===== config.mk =====
export PLATFORM = sky130hd
export DESIGN_NAME = msg_tx_arbiter
export DESIGN_NICKNAME = d
export VERILOG_FILES = /design/src/rtl/msg_tx_arbiter.sv
export SDC_FILE = /design/constraint.sdc
export NUM_CORES = 1
export LEC_CHECK = 0
export CORE_ASPECT_RATIO = 0.75
export CORE_MARGIN = 5
export CORE_UTILIZATION = 40
export DETAILED_ROUTE_END_ITERATION = 10
export GPL_ROUTABILITY_DRIVEN = 0
export PLACE_DENSITY = 0.76
export SYNTH_ARGS = -nofsm -noshare
export SYNTH_HDL_FRONTEND = slang
export SYNTH_SLANG_ARGS = --single-unit

===== constraint.sdc =====
create_clock -name clk -period 6.4 [get_ports clk]
set_input_delay 0.64 -clock clk [delete_from_list [all_inputs] [get_ports clk]]
set_output_delay 0.64 -clock clk [all_outputs]
set_load 0.02 [all_outputs]

===== src/rtl/msg_tx_arbiter.sv =====
// Round-robin arbiter sharing one byte-wide UART TX between host and player messages.
// Optional feature macro MSG_CHECKSUM_EN appends an XOR checksum byte to every message.
module msg_tx_arbiter #(
  parameter int unsigned MAX_BYTES      = 5,
  parameter int unsigned TIMEOUT_CYCLES = 1000
) (
  input  logic                   clk,
  input  logic                   Rst,
  input  logic                   host_req,
  input  logic [2:0]             host_len,
  input  logic [8*MAX_BYTES-1:0] host_data,
  output logic                   host_grant,
  output logic                   host_done,
  input  logic                   player_req,
  input  logic [2:0]             player_len,
  input  logic [8*MAX_BYTES-1:0] player_data,
  output logic                   player_grant,
  output logic                   player_done,
  output logic                   tx_valid,
  output logic [7:0]             tx_data,
  input  logic                   tx_ready,
  output logic                   msg_sent,
  output logic                   error
);
  localparam int unsigned IdxW = $clog2(MAX_BYTES + 1);
  localparam int unsigned ToW  = $clog2(TIMEOUT_CYCLES + 1);

  typedef enum logic [1:0] {StIdle, StSend, StDone} state_e;

  state_e                 state_q;
  logic [8*MAX_BYTES-1:0] data_q;
  logic [2:0]             len_q;
  logic [IdxW-1:0]        idx_q;
  logic [ToW-1:0]         to_q;
  logic                   owner_q;        // 1 = player owns the current message
  logic                   last_player_q;  // 1 = player was served last

  logic                   win_host, win_player, len_ok;
  logic [2:0]             sel_len;
  logic [8*MAX_BYTES-1:0] sel_data;
  logic [IdxW-1:0]        nxt_idx;
  logic [7:0]             nxt_byte;
  logic                   last_xfer, timeout_hit;
`ifdef MSG_CHECKSUM_EN
  logic [7:0]             csum_q, sel_csum;
`endif

  always_comb begin
    win_host   = host_req && (!player_req || last_player_q);
    win_player = player_req && !win_host;
    sel_len    = win_player ? player_len : host_len;
    sel_data   = win_player ? player_data : host_data;
    len_ok     = (sel_len != 3'd0) && (32'(sel_len) <= MAX_BYTES);
    nxt_idx    = idx_q + 1'b1;
    nxt_byte   = 8'h00;
    for (int unsigned i = 0; i < MAX_BYTES; i++) begin
      if (32'(nxt_idx) == i) nxt_byte = data_q[8*i +: 8];
    end
`ifdef MSG_CHECKSUM_EN
    // Index len addresses the trailing checksum byte.
    if (32'(nxt_idx) == 32'(len_q)) nxt_byte = csum_q;
    sel_csum = 8'h00;
    for (int unsigned i = 0; i < MAX_BYTES; i++) begin
      if (i < 32'(sel_len)) sel_csum = sel_csum ^ sel_data[8*i +: 8];
    end
    last_xfer = (32'(idx_q) == 32'(len_q));
`else
    last_xfer = (32'(idx_q) + 1 == 32'(len_q));
`endif
    timeout_hit = (32'(to_q) + 1 >= TIMEOUT_CYCLES);
  end

  always_ff @(posedge clk) begin
    if (Rst) begin
      state_q       <= StIdle;
      data_q        <= '0;
      len_q         <= '0;
      idx_q         <= '0;
      to_q          <= '0;
      owner_q       <= 1'b0;
      last_player_q <= 1'b1;
      host_grant    <= 1'b0;
      player_grant  <= 1'b0;
      host_done     <= 1'b0;
      player_done   <= 1'b0;
      tx_valid      <= 1'b0;
      tx_data       <= 8'h00;
      msg_sent      <= 1'b0;
      error         <= 1'b0;
`ifdef MSG_CHECKSUM_EN
      csum_q        <= 8'h00;
`endif
    end else begin
      host_done   <= 1'b0;
      player_done <= 1'b0;
      msg_sent    <= 1'b0;
      error       <= 1'b0;
      case (state_q)
        StIdle: begin
          if (win_host || win_player) begin
            owner_q       <= win_player;
            last_player_q <= win_player;
            data_q        <= sel_data;
            len_q         <= sel_len;
            idx_q         <= '0;
            to_q          <= '0;
`ifdef MSG_CHECKSUM_EN
            csum_q        <= sel_csum;
`endif
            if (len_ok) begin
              state_q      <= StSend;
              host_grant   <= win_host;
              player_grant <= win_player;
              tx_valid     <= 1'b1;
              tx_data      <= sel_data[7:0];
            end else begin
              state_q     <= StDone;
              error       <= 1'b1;
              host_done   <= win_host;
              player_done <= win_player;
            end
          end
        end
        StSend: begin
          if (tx_ready) begin
            to_q <= '0;
            if (last_xfer) begin
              state_q      <= StDone;
              host_grant   <= 1'b0;
              player_grant <= 1'b0;
              tx_valid     <= 1'b0;
              host_done    <= !owner_q;
              player_done  <= owner_q;
              msg_sent     <= 1'b1;
            end else begin
              idx_q   <= nxt_idx;
              tx_data <= nxt_byte;
            end
          end else if (timeout_hit) begin
            to_q         <= ToW'(TIMEOUT_CYCLES);
            state_q      <= StDone;
            host_grant   <= 1'b0;
            player_grant <= 1'b0;
            tx_valid     <= 1'b0;
            host_done    <= !owner_q;
            player_done  <= owner_q;
            error        <= 1'b1;
          end else begin
            to_q <= to_q + 1'b1;
          end
        end
        StDone:  state_q <= StIdle;
        default: state_q <= StIdle;
      endcase
    end
  end

endmodule


==> metrics, run 1 <==
vias per cell between 5 and 6; Max Cap Viol 0; worst path required time roughly 6.7 ns; Seq/Total Area, Yosys 37.9%; Synth Area per Inst around 8.3 um^2; FP Rows 31; post-detail-place hpwl around 8500 um; slew margin rel. a little under a third; reg2reg setup slack about 3.3 ns; global route overflow 0; Worst R2R End tx_data[2]$_SDFFE_PP0P_; DRT Pass-1 Iters 5; GRT Total Usage a little under a fifth; nets around 660; CTS tree yes; setup violators final 0; cts hold-fix bufs 0; Max Freq about 300 MHz; post-synth top area cell dfxtp_1; Gate Count Post-Synth ~480; CP Capture Type flop; residual DRC count 0; total core area 9660 um^2; CTS root buf clkbuf_16; DIE WIDTH roughly 120 um; startpoint types input pin; Max clock buf depth 2; Die H 96.2 um; EDFF count, synth 0; Setup crit end tx_data[4]$_SDFFE_PP0P_; WS Path Type input pin to flop; starting density of the core ~41%; Distinct cells, synth 43; H-Tree Depth 3; post-CTS resize count 0; Main synth FF type dfxtp_1; IO Pins approximately 110; RSZ-0062 raised after global routing false; #FFs+latches synth 75; Critical Path Fanout Max 27; initial antenna violation count 0; post-route ant nets 0; Final Cycle Share 52.1%; Iter 0 DRT Violations 422; Least-Margin Pin Slew ~1.0 ns; Area Growth Syn to Fin 36.4%; share of the synthesized area in the top cell type between 30 and 40%; Synthesized Nets between 500 and 600; CTS buffer count 9; Leak 1.99 nW; Synth area leaders dfxtp_1, mux2i_1, a211oi_1, nor2_1, a21oi_1; crit path from player_req; vias in the first global route about 3600; min Tclk post-route approximately 3.3 ns; largest net degree at the start of global routing 95; most frequent cell after synthesis dfxtp_1; Hold WS approximately 0.49 ns; DR vias between 3000 and 4000; Post-CTS Setup Bufs 0; asr flop ratio synth 0%; worst skew pair latency between 0.3 and 0.4 ns; R2R depth 7; status completed; Post-Syn Area just under 4000 um^2; ANT cells 0; Setup Skew slightly below 0.009 ns; Routed Wire Length between 10000 and 15000 um; top post-synthesis cells by count dfxtp_1, nor2_1, a211oi_1; number of port buffers 105; IR Drop Worst-Case VDD approximately 210 uV; min-delay worst type flop to flop; setup TNS 0 ns; Final Hold Fails 0; CP arrival between 3 and 4 ns; die area between 10000 and 15000 um^2; share of post-route cells with drive strength above 1 4.62%; Final Max Tran Viols 0; first-pass GRT wire length around 19000 um; Ys Warns 0; RR Startpoint idx_q[0]$_SDFFE_PP0P_; pwr dens 300 nW/um^2; clock sinks 75; Avg WL per Cell 16.8 um; clk slew on worst S/H paths ~0.060 ns
[power by group]
group          internal (mW)  total [mW]  leakage, nW  switching [mW]
Combinational          0.198       0.440         1.21           0.242
Clock                  0.382       0.580        0.163           0.199
Sequential             0.544       0.598        0.619          0.0538
[critical path: stages]
cell	delay (ns)
clkdlybuf4s50_1	0.59
a21boi_4	0.86
a211oi_1	0.15
a21oi_1	0.47
a2bb2oi_1	0.17
nor2_1	0.52
a32o_1	0.20
[per-stage QoR]
| step | power (mW) | util, % | cells | setup WS (ns) | area (um^2) |
|---|---|---|---|---|---|
| global route | 1.70 | 55.9 | 695 | 2.81 | 5400 |
| finish | 1.62 | 55.9 | 695 | 3.06 | 5400 |
| CTS | 1.62 | 55.9 | 695 | 3.08 | 5400 |
| detailed placement | 1.04 | 52.4 | 679 | 2.74 | 5060 |
| floorplan | 0.872 | - | 476 | 4.14 | 3960 |
| global placement | 1.03 | 52.4 | 679 | 2.92 | 5060 |
[logic make-up after synthesis]
family / after synthesis / synth area share, %
AOI/OAI and AO/OA: 157 / 27.3
xor gates and xnor gates: 3 / 0.663
adders and majority gates: 6 / 1.90
buffers and inverters: 51 / 5.12
DFF: 75 / 37.9
muxes: 44 / 11.1
and+or+nand+nor: 140 / 16.0
[worst min-delay path by stage]
stage | startpoint | end | slack [ns] | cells past startpoint
CTS | tx_data[7]$_SDFFE_PP0P_ | tx_data[7]$_SDFFE_PP0P_ | 0.50 | 1
global route | tx_data[3]$_SDFFE_PP0P_ | tx_data[3]$_SDFFE_PP0P_ | 0.51 | 1
global placement | idx_q[2]$_SDFFE_PP0P_ | idx_q[2]$_SDFFE_PP0P_ | 0.47 | 2
floorplan | owner_q$_SDFFE_PP0P_ | host_done$_SDFF_PP0_ | 0.45 | 1
detailed placement | tx_data[7]$_SDFFE_PP0P_ | tx_data[7]$_SDFFE_PP0P_ | 0.48 | 1
finish | tx_data[6]$_SDFFE_PP0P_ | tx_data[6]$_SDFFE_PP0P_ | 0.49 | 1
[state kept, by name, summed over array words and instances, names as in the netlist]
signal / flops
owner_q: 1
host_done: 1
state_q: 2
data_q: 40
tx_valid: 1
msg_sent: 1
idx_q: 3
player_grant: 1
player_done: 1
host_grant: 1
len_q: 3
error: 1
tx_data: 8
last_player_q: 1
to_q: 10
[layout make-up]
type,instances,area (um^2)
well taps,132,165
multi-input cells,350,2270
inverters,14,52.6
clock inverters,6,111
clock buffers,10,229
repair buffers,108,1070
fillers,826,4260
flip-flops and latches,75,1500
[placed cells by master, fill, tap and decap left out, types with 3 or more instances in the layout]
cell type        instances
and3_1                   4
clkdlybuf4s50_1        104
a21oi_1                 40
a211oi_1                46
nand3_1                 10
nor2b_1                  5
nor2_1                  59
buf_4                    3
a22oi_1                  9
a31oi_1                  4
bufinv_16                3
clkbuf_16                9
nand2b_1                 8
mux2i_1                 44
nand2_1                 32
a21o_1                   6
o32ai_1                  4
dfxtp_1                 75
nor3_1                  10
o21ai_0                 28
inv_1                   14
a32o_1                   8
ha_1                     6
[metal layers]
metal  share of wire (%)  wire length [um]  GRT usage (%)
met2                  45              5300           29.7
met3                 7.2               847           5.10
met4                 1.3               154           4.69
met1                  46              5400           26.6
met5                   0                 0              0
Note: power is estimated with default switching activity, not from simulation.
==> run 2, diff against run 1 <==
- clock period: 6.4 -> 3.1 ns (I/O delays scaled with it)
==> run 2 against run 1 <==
Via count up 1.3%. Cell area down 0.19%. First-iteration DRC count down 18%. Sequential cell count unchanged. Sequential power up 110%. Global-route usage up 0.38 points. Combinational power up 110%. Sequential share of layout area up 0.052 points. Routed wire length up 1.7%. Core utilization down 0.10 points. Die area unchanged. Critical path type is now flop to flop.
==> metrics, run 2 (same netlist as run 1, synthesis figures left out) <==
starting density of the core 41.0% (unchanged); post-CTS resize count 0 (unchanged); Max Cap Viol 0 (unchanged); RR Startpoint to_q[0]$_SDFFE_PP0P_; residual DRC count 0 (unchanged); Post-CTS Setup Bufs 0 (unchanged); Least-Margin Pin Slew 0.866 ns (-0.170 ns); crit path from to_q[0]$_SDFFE_PP0P_; DR vias 3907 (+1.3%); Fill cells 870 (+5.3%); Critical Path Fanout Max 9 (-67%); clk slew on worst S/H paths 0.06 ns (about the same); vias in the first global route 3726 (+3.1%); startpoint types flop; FP Rows 31 (unchanged); clock sinks 75 (unchanged); IO Pins 106 (unchanged); pwr dens 586 nW/um^2 (+95%); Max Freq around 410 MHz; Max clock buf depth 2 (unchanged); Avg WL per Cell 17.0 um (+1.2%); global route overflow 0 (unchanged); share of post-route cells with drive strength above 1 5.47% (+0.85 points); cts hold-fix bufs 0 (unchanged); Die H 96.2 um (unchanged); Final Hold Fails 0 (unchanged); Final Max Tran Viols 0 (unchanged); vias per cell 5.59 (+0.74%); min Tclk post-route around 2.5 ns; Leak 1.99 nW (-0.30%); nets 659 (+0.61%); most frequent cells in the layout clkdlybuf4s50_1, dfxtp_1, nor2_1; WS Path Type flop to flop; slew margin rel. 42.3% (+11 points); initial antenna violation count 0 (unchanged); status completed; largest register by flop count data_q; total core area 9660 um^2 (unchanged); largest net degree at the start of global routing 94 (-1.1%); Hold Startpoint idx_q[2]$_SDFFE_PP0P_; CTS buffer count 9 (unchanged); Largest register FFs 40 (unchanged); CTS root buf clkbuf_16; pre-CTS setup slack 0.624 ns (-2.12 ns); post-route ant nets 0 (unchanged); Routed Wire Length 11900 um (+1.7%); H-Tree Depth 3 (unchanged); setup violators final 0 (unchanged); Setup Skew 0.00535 ns (-0.00340 ns); worst skew pair latency 0.33 ns (about the same); CP Capture Type flop; min-delay worst type flop to flop; Iter 0 DRT Violations 346 (-18%); Worst Slack Setup Final 0.644 ns (-2.42 ns); worst path required time 3.30 ns (-3.37 ns); CP arrival 2.65 ns (-0.96 ns); GRT Total Usage 19.5% (+0.38 points); first-pass GRT wire length 18900 um (+1.5%); post-detail-place hpwl 8700 um (+2.0%); ANT cells 0 (unchanged); RSZ-0062 raised after global routing false; commonest non-fill, non-tap cell in the layout clkdlybuf4s50_1; Area Growth Syn to Fin 36.1%; number of port buffers 105 (unchanged); DRT Pass-1 Iters 5 (unchanged); CTS tree yes; die area 12000 um^2 (unchanged); setup TNS 0 ns (unchanged); IR Drop Worst-Case VDD 347 uV (+63%); Largest regs data_q: 40 flops, to_q: 10 flops, tx_data: 8 flops; DIE WIDTH 125 um (unchanged); Final Cycle Share about four fifths
==> run 2: metal layers <==
layer  vias up  global-route usage [%]  share of wire [%]
li1       1912                       -                  -
met1      1801                    26.7                 46
met5         -                       0                  0
met4         0                    6.68                2.2
met2       171                    29.8                 43
met3        23                    5.38                8.0
==> run 2: final timing paths <==
check,slack [ns],cells after the start,endpoint
min,0.48,2,idx_q[2]$_SDFFE_PP0P_
max,0.64,6,tx_valid$_SDFFE_PP0P_
min reg2reg,0.48,2,idx_q[2]$_SDFFE_PP0P_
max reg2reg,0.64,6,tx_valid$_SDFFE_PP0P_
==> run 2: stage by stage <==
stage | instance area, um^2 | util (%) | cells | hold WS (ns) | total power [mW]
after floorplan | 3960 | - | 476 | 0.447 | 1.80
after global placement | 5100 | 52.8 | 683 | 0.461 | 2.13
after detailed placement | 5100 | 52.8 | 683 | 0.480 | 2.16
after CTS | 5390 | 55.8 | 699 | 0.488 | 3.16
after global routing | 5390 | 55.8 | 699 | 0.496 | 3.32
final | 5390 | 55.8 | 699 | 0.481 | 3.16
==> run 2: cell type report <==
type / count / area (um^2) / area share (%)
Sequential cell: 75 / 1500 / 27.8
Timing Repair Buffer: 112 / 1110 / 20.6
Inverter: 14 / 52.6 / 0.975
Clock inverter: 6 / 48.8 / 0.905
Multi-Input combinational cell: 350 / 2270 / 42.2
Clock buffer: 10 / 239 / 4.43
Tap cell: 132 / 165 / 3.06
==> run 2: critical path: stages (launching register included) <==
cell	delay, ns
dfxtp_1	0.38
ha_1	0.31
or4b_1	0.54
a211oi_2	0.34
a2111oi_4	0.19
a2111oi_4	0.42
o32ai_1	0.15
==> run 2: power by group <==
| part | switching, mW | internal (mW) |
|---|---|---|
| logic | 0.504 | 0.420 |
| clock network | 0.429 | 0.570 |
| registers | 0.111 | 1.12 |
| total | 1.04 | 2.11 |
==> run 3, diff against run 2 <==
- clock period: 3.1 -> 2.3 ns (I/O delays scaled with it)
==> run 3 against run 2 <==
Cell area grew 3.4%. Core utilization is 1.9 points higher. Total power up 36%. Count of clock-buffer cells in the layout is 1 lower. Critical path type unchanged. Largest power group unchanged. Setup slack lost 0.61 ns. Non-clock buffer count rose by 18. Routed wire length rose by 1.1%. Sequential power grew 35%. Largest cell class unchanged. Critical path depth up 1. Clock power increased by 33%.
==> metrics, run 3 (same netlist as run 1, synthesis figures left out) <==
Least-Margin Pin Slew 0.615 ns (-0.251 ns); Max Freq 441 MHz (+8.4%); CTS tree yes; CP arrival 2.52 ns (-0.13 ns); DIE WIDTH 125 um (unchanged); initial antenna violation count 0 (unchanged); worst skew pair latency 0.34 ns (about the same); area of the multi-input gates 2310 um^2 (+1.8%); CP Capture Type flop; largest net degree at the start of global routing 55 (-41%); global route overflow 0 (unchanged); clk slew on worst S/H paths 0.06 ns (about the same); DRT Pass-1 Iters 5 (unchanged); commonest non-fill, non-tap cell in the layout clkdlybuf4s50_1; pre-CTS setup slack 0.0259 ns (-0.598 ns); post-route ant nets 0 (unchanged); reg2reg setup slack 0.03 ns (-0.61 ns); Worst Slack Setup Final 0.0348 ns (-0.609 ns); Max Cap Viol 0 (unchanged); status completed; register area 1510 um^2 (+0.50%); share of post-route cells with drive strength above 1 9.91% (+4.4 points); Setup Skew 0.00718 ns (+0.00183 ns); Iter 0 DRT Violations 348 (+0.58%); WS Path Type flop to flop; IO Pins 106 (unchanged); Final Non-Filler Cells 717 (+2.6%); pwr dens 769 nW/um^2 (+31%); vias in the first global route 3732 (+0.16%); H-Tree Depth 3 (unchanged); cts hold-fix bufs 0 (unchanged); Leak 2.09 nW (+4.9%); DR vias 3969 (+1.6%); min Tclk post-route 2.27 ns (-0.191 ns); die area 12000 um^2 (unchanged); Final Hold Fails 0 (unchanged); FP Rows 31 (unchanged); clock sinks 75 (unchanged); residual DRC count 0 (unchanged); vias per cell 5.54 (-0.96%); Die H 96.2 um (unchanged); Hold Startpoint Rst; Area Growth Syn to Fin 40.7%; number of port buffers 105 (unchanged); Fill cells 828 (-4.8%); setup TNS 0 ns (unchanged); startpoint types flop; RR Startpoint to_q[6]$_SDFFE_PP0P_; worst path required time 2.55 ns (-0.75 ns); CTS buffer count 9 (unchanged); Routed Wire Length 12000 um (+1.1%); setup violators final 0 (unchanged); starting density of the core 41.0% (unchanged); Critical Path Fanout Max 8 (-1); slew margin rel. 59.0% (+17 points); Worst R2R End state_q[0]$_SDFFE_PP0P_; Final Core Density 57.7% (+1.9 points); Final Max Tran Viols 0 (unchanged); largest register by flop count data_q; min-delay worst type input pin to flop; CTS root buf clkbuf_16; IR Drop Worst-Case VDD 491 uV (+42%); cell count after placement 700 (+2.5%); ANT cells 0 (unchanged); R2R depth 7 (+1); total power 4.28 mW (+36%); most frequent cells in the layout clkdlybuf4s50_1, dfxtp_1, nor2_1; first-pass GRT wire length 18800 um (-0.22%); Largest regs data_q: 40 flops, to_q: 10 flops, tx_data: 8 flops; Setup crit end state_q[0]$_SDFFE_PP0P_; crit path from to_q[6]$_SDFFE_PP0P_; post-detail-place hpwl 8970 um (+3.1%); nets 677 (+2.7%); GRT Total Usage 19.3% (-0.21 points); Final Cycle Share 98.5% (+19 points); Avg WL per Cell 16.8 um (-1.4%); total core area 9660 um^2 (unchanged); Max clock buf depth 2 (unchanged); Largest register FFs 40 (unchanged)
==> run 3: changes by cell type in the layout (fill, tap and decap cells not counted), sizes merged <==
| cell | before | now |
|---|---|---|
| buf | 8 | 26 |
| inv | 16 | 18 |
| clkbuf | 10 | 9 |
| clkinvlp | 3 | 2 |
==> run 3: worst min-delay path by stage <==
stage	to	slack [ns]	cells past startpoint
6_report	error$_SDFF_PP0_	0.26	2
5_1_grt	state_q[0]$_SDFFE_PP0P_	0.27	2
4_1_cts	error$_SDFF_PP0_	0.25	2
3_5_place_dp	tx_data[7]$_SDFFE_PP0P_	0.46	1
3_3_place_gp	tx_data[7]$_SDFFE_PP0P_	0.45	1
2_1_floorplan	msg_sent$_SDFF_PP0_	0.40	2
==> run 3: stage by stage <==
stage	hold WS, ns	instance area, um^2
after global placement	0.448	5230
final	0.263	5570
after global routing	0.270	5570
after floorplan	0.404	3960
after detailed placement	0.463	5230
after CTS	0.247	5510
==> run 3: layer usage <==
layer,up-vias,wire [um],global-route usage [%]
met1,1834,5410,26.6
met3,13,1040,5.32
met4,0,151,4.42
met2,172,5430,30.3
li1,1950,-,-
met5,-,0,0
==> run 3: power breakdown <==
group	leakage (nW)	switching (mW)	internal, mW
Combinational	1.33	0.690	0.600
Clock	0.135	0.585	0.747
Sequential	0.621	0.150	1.51
Total	2.09	1.42	2.86
==> run 3: final cells by class <==
class | count | area share [%]
Clock buffer | 9 | 4.04
Multi-Input combinational cell | 350 | 41.5
Inverter | 14 | 0.943
Timing Repair Buffer | 130 | 22.4
Tap cell | 132 | 2.96
Clock inverter | 7 | 1.03
Sequential cell | 75 | 27.1
==> run 3: what timing repair did <==
item                                   in CTS  in global routing
resized for setup                           0                 13
setup endpoints to repair                   0                  9
setup buffers                               0                  1
endpoints found under the hold margin       0                  0
==> run 3: worst max-delay path: stages, from the launching register on <==
cell	delay [ns]
dfxtp_1	0.48
nand3_2	0.19
o311ai_2	0.43
o31ai_4	0.15
a2111oi_4	0.45
buf_4	0.22
nor2b_1	0.05
a211oi_1	0.20
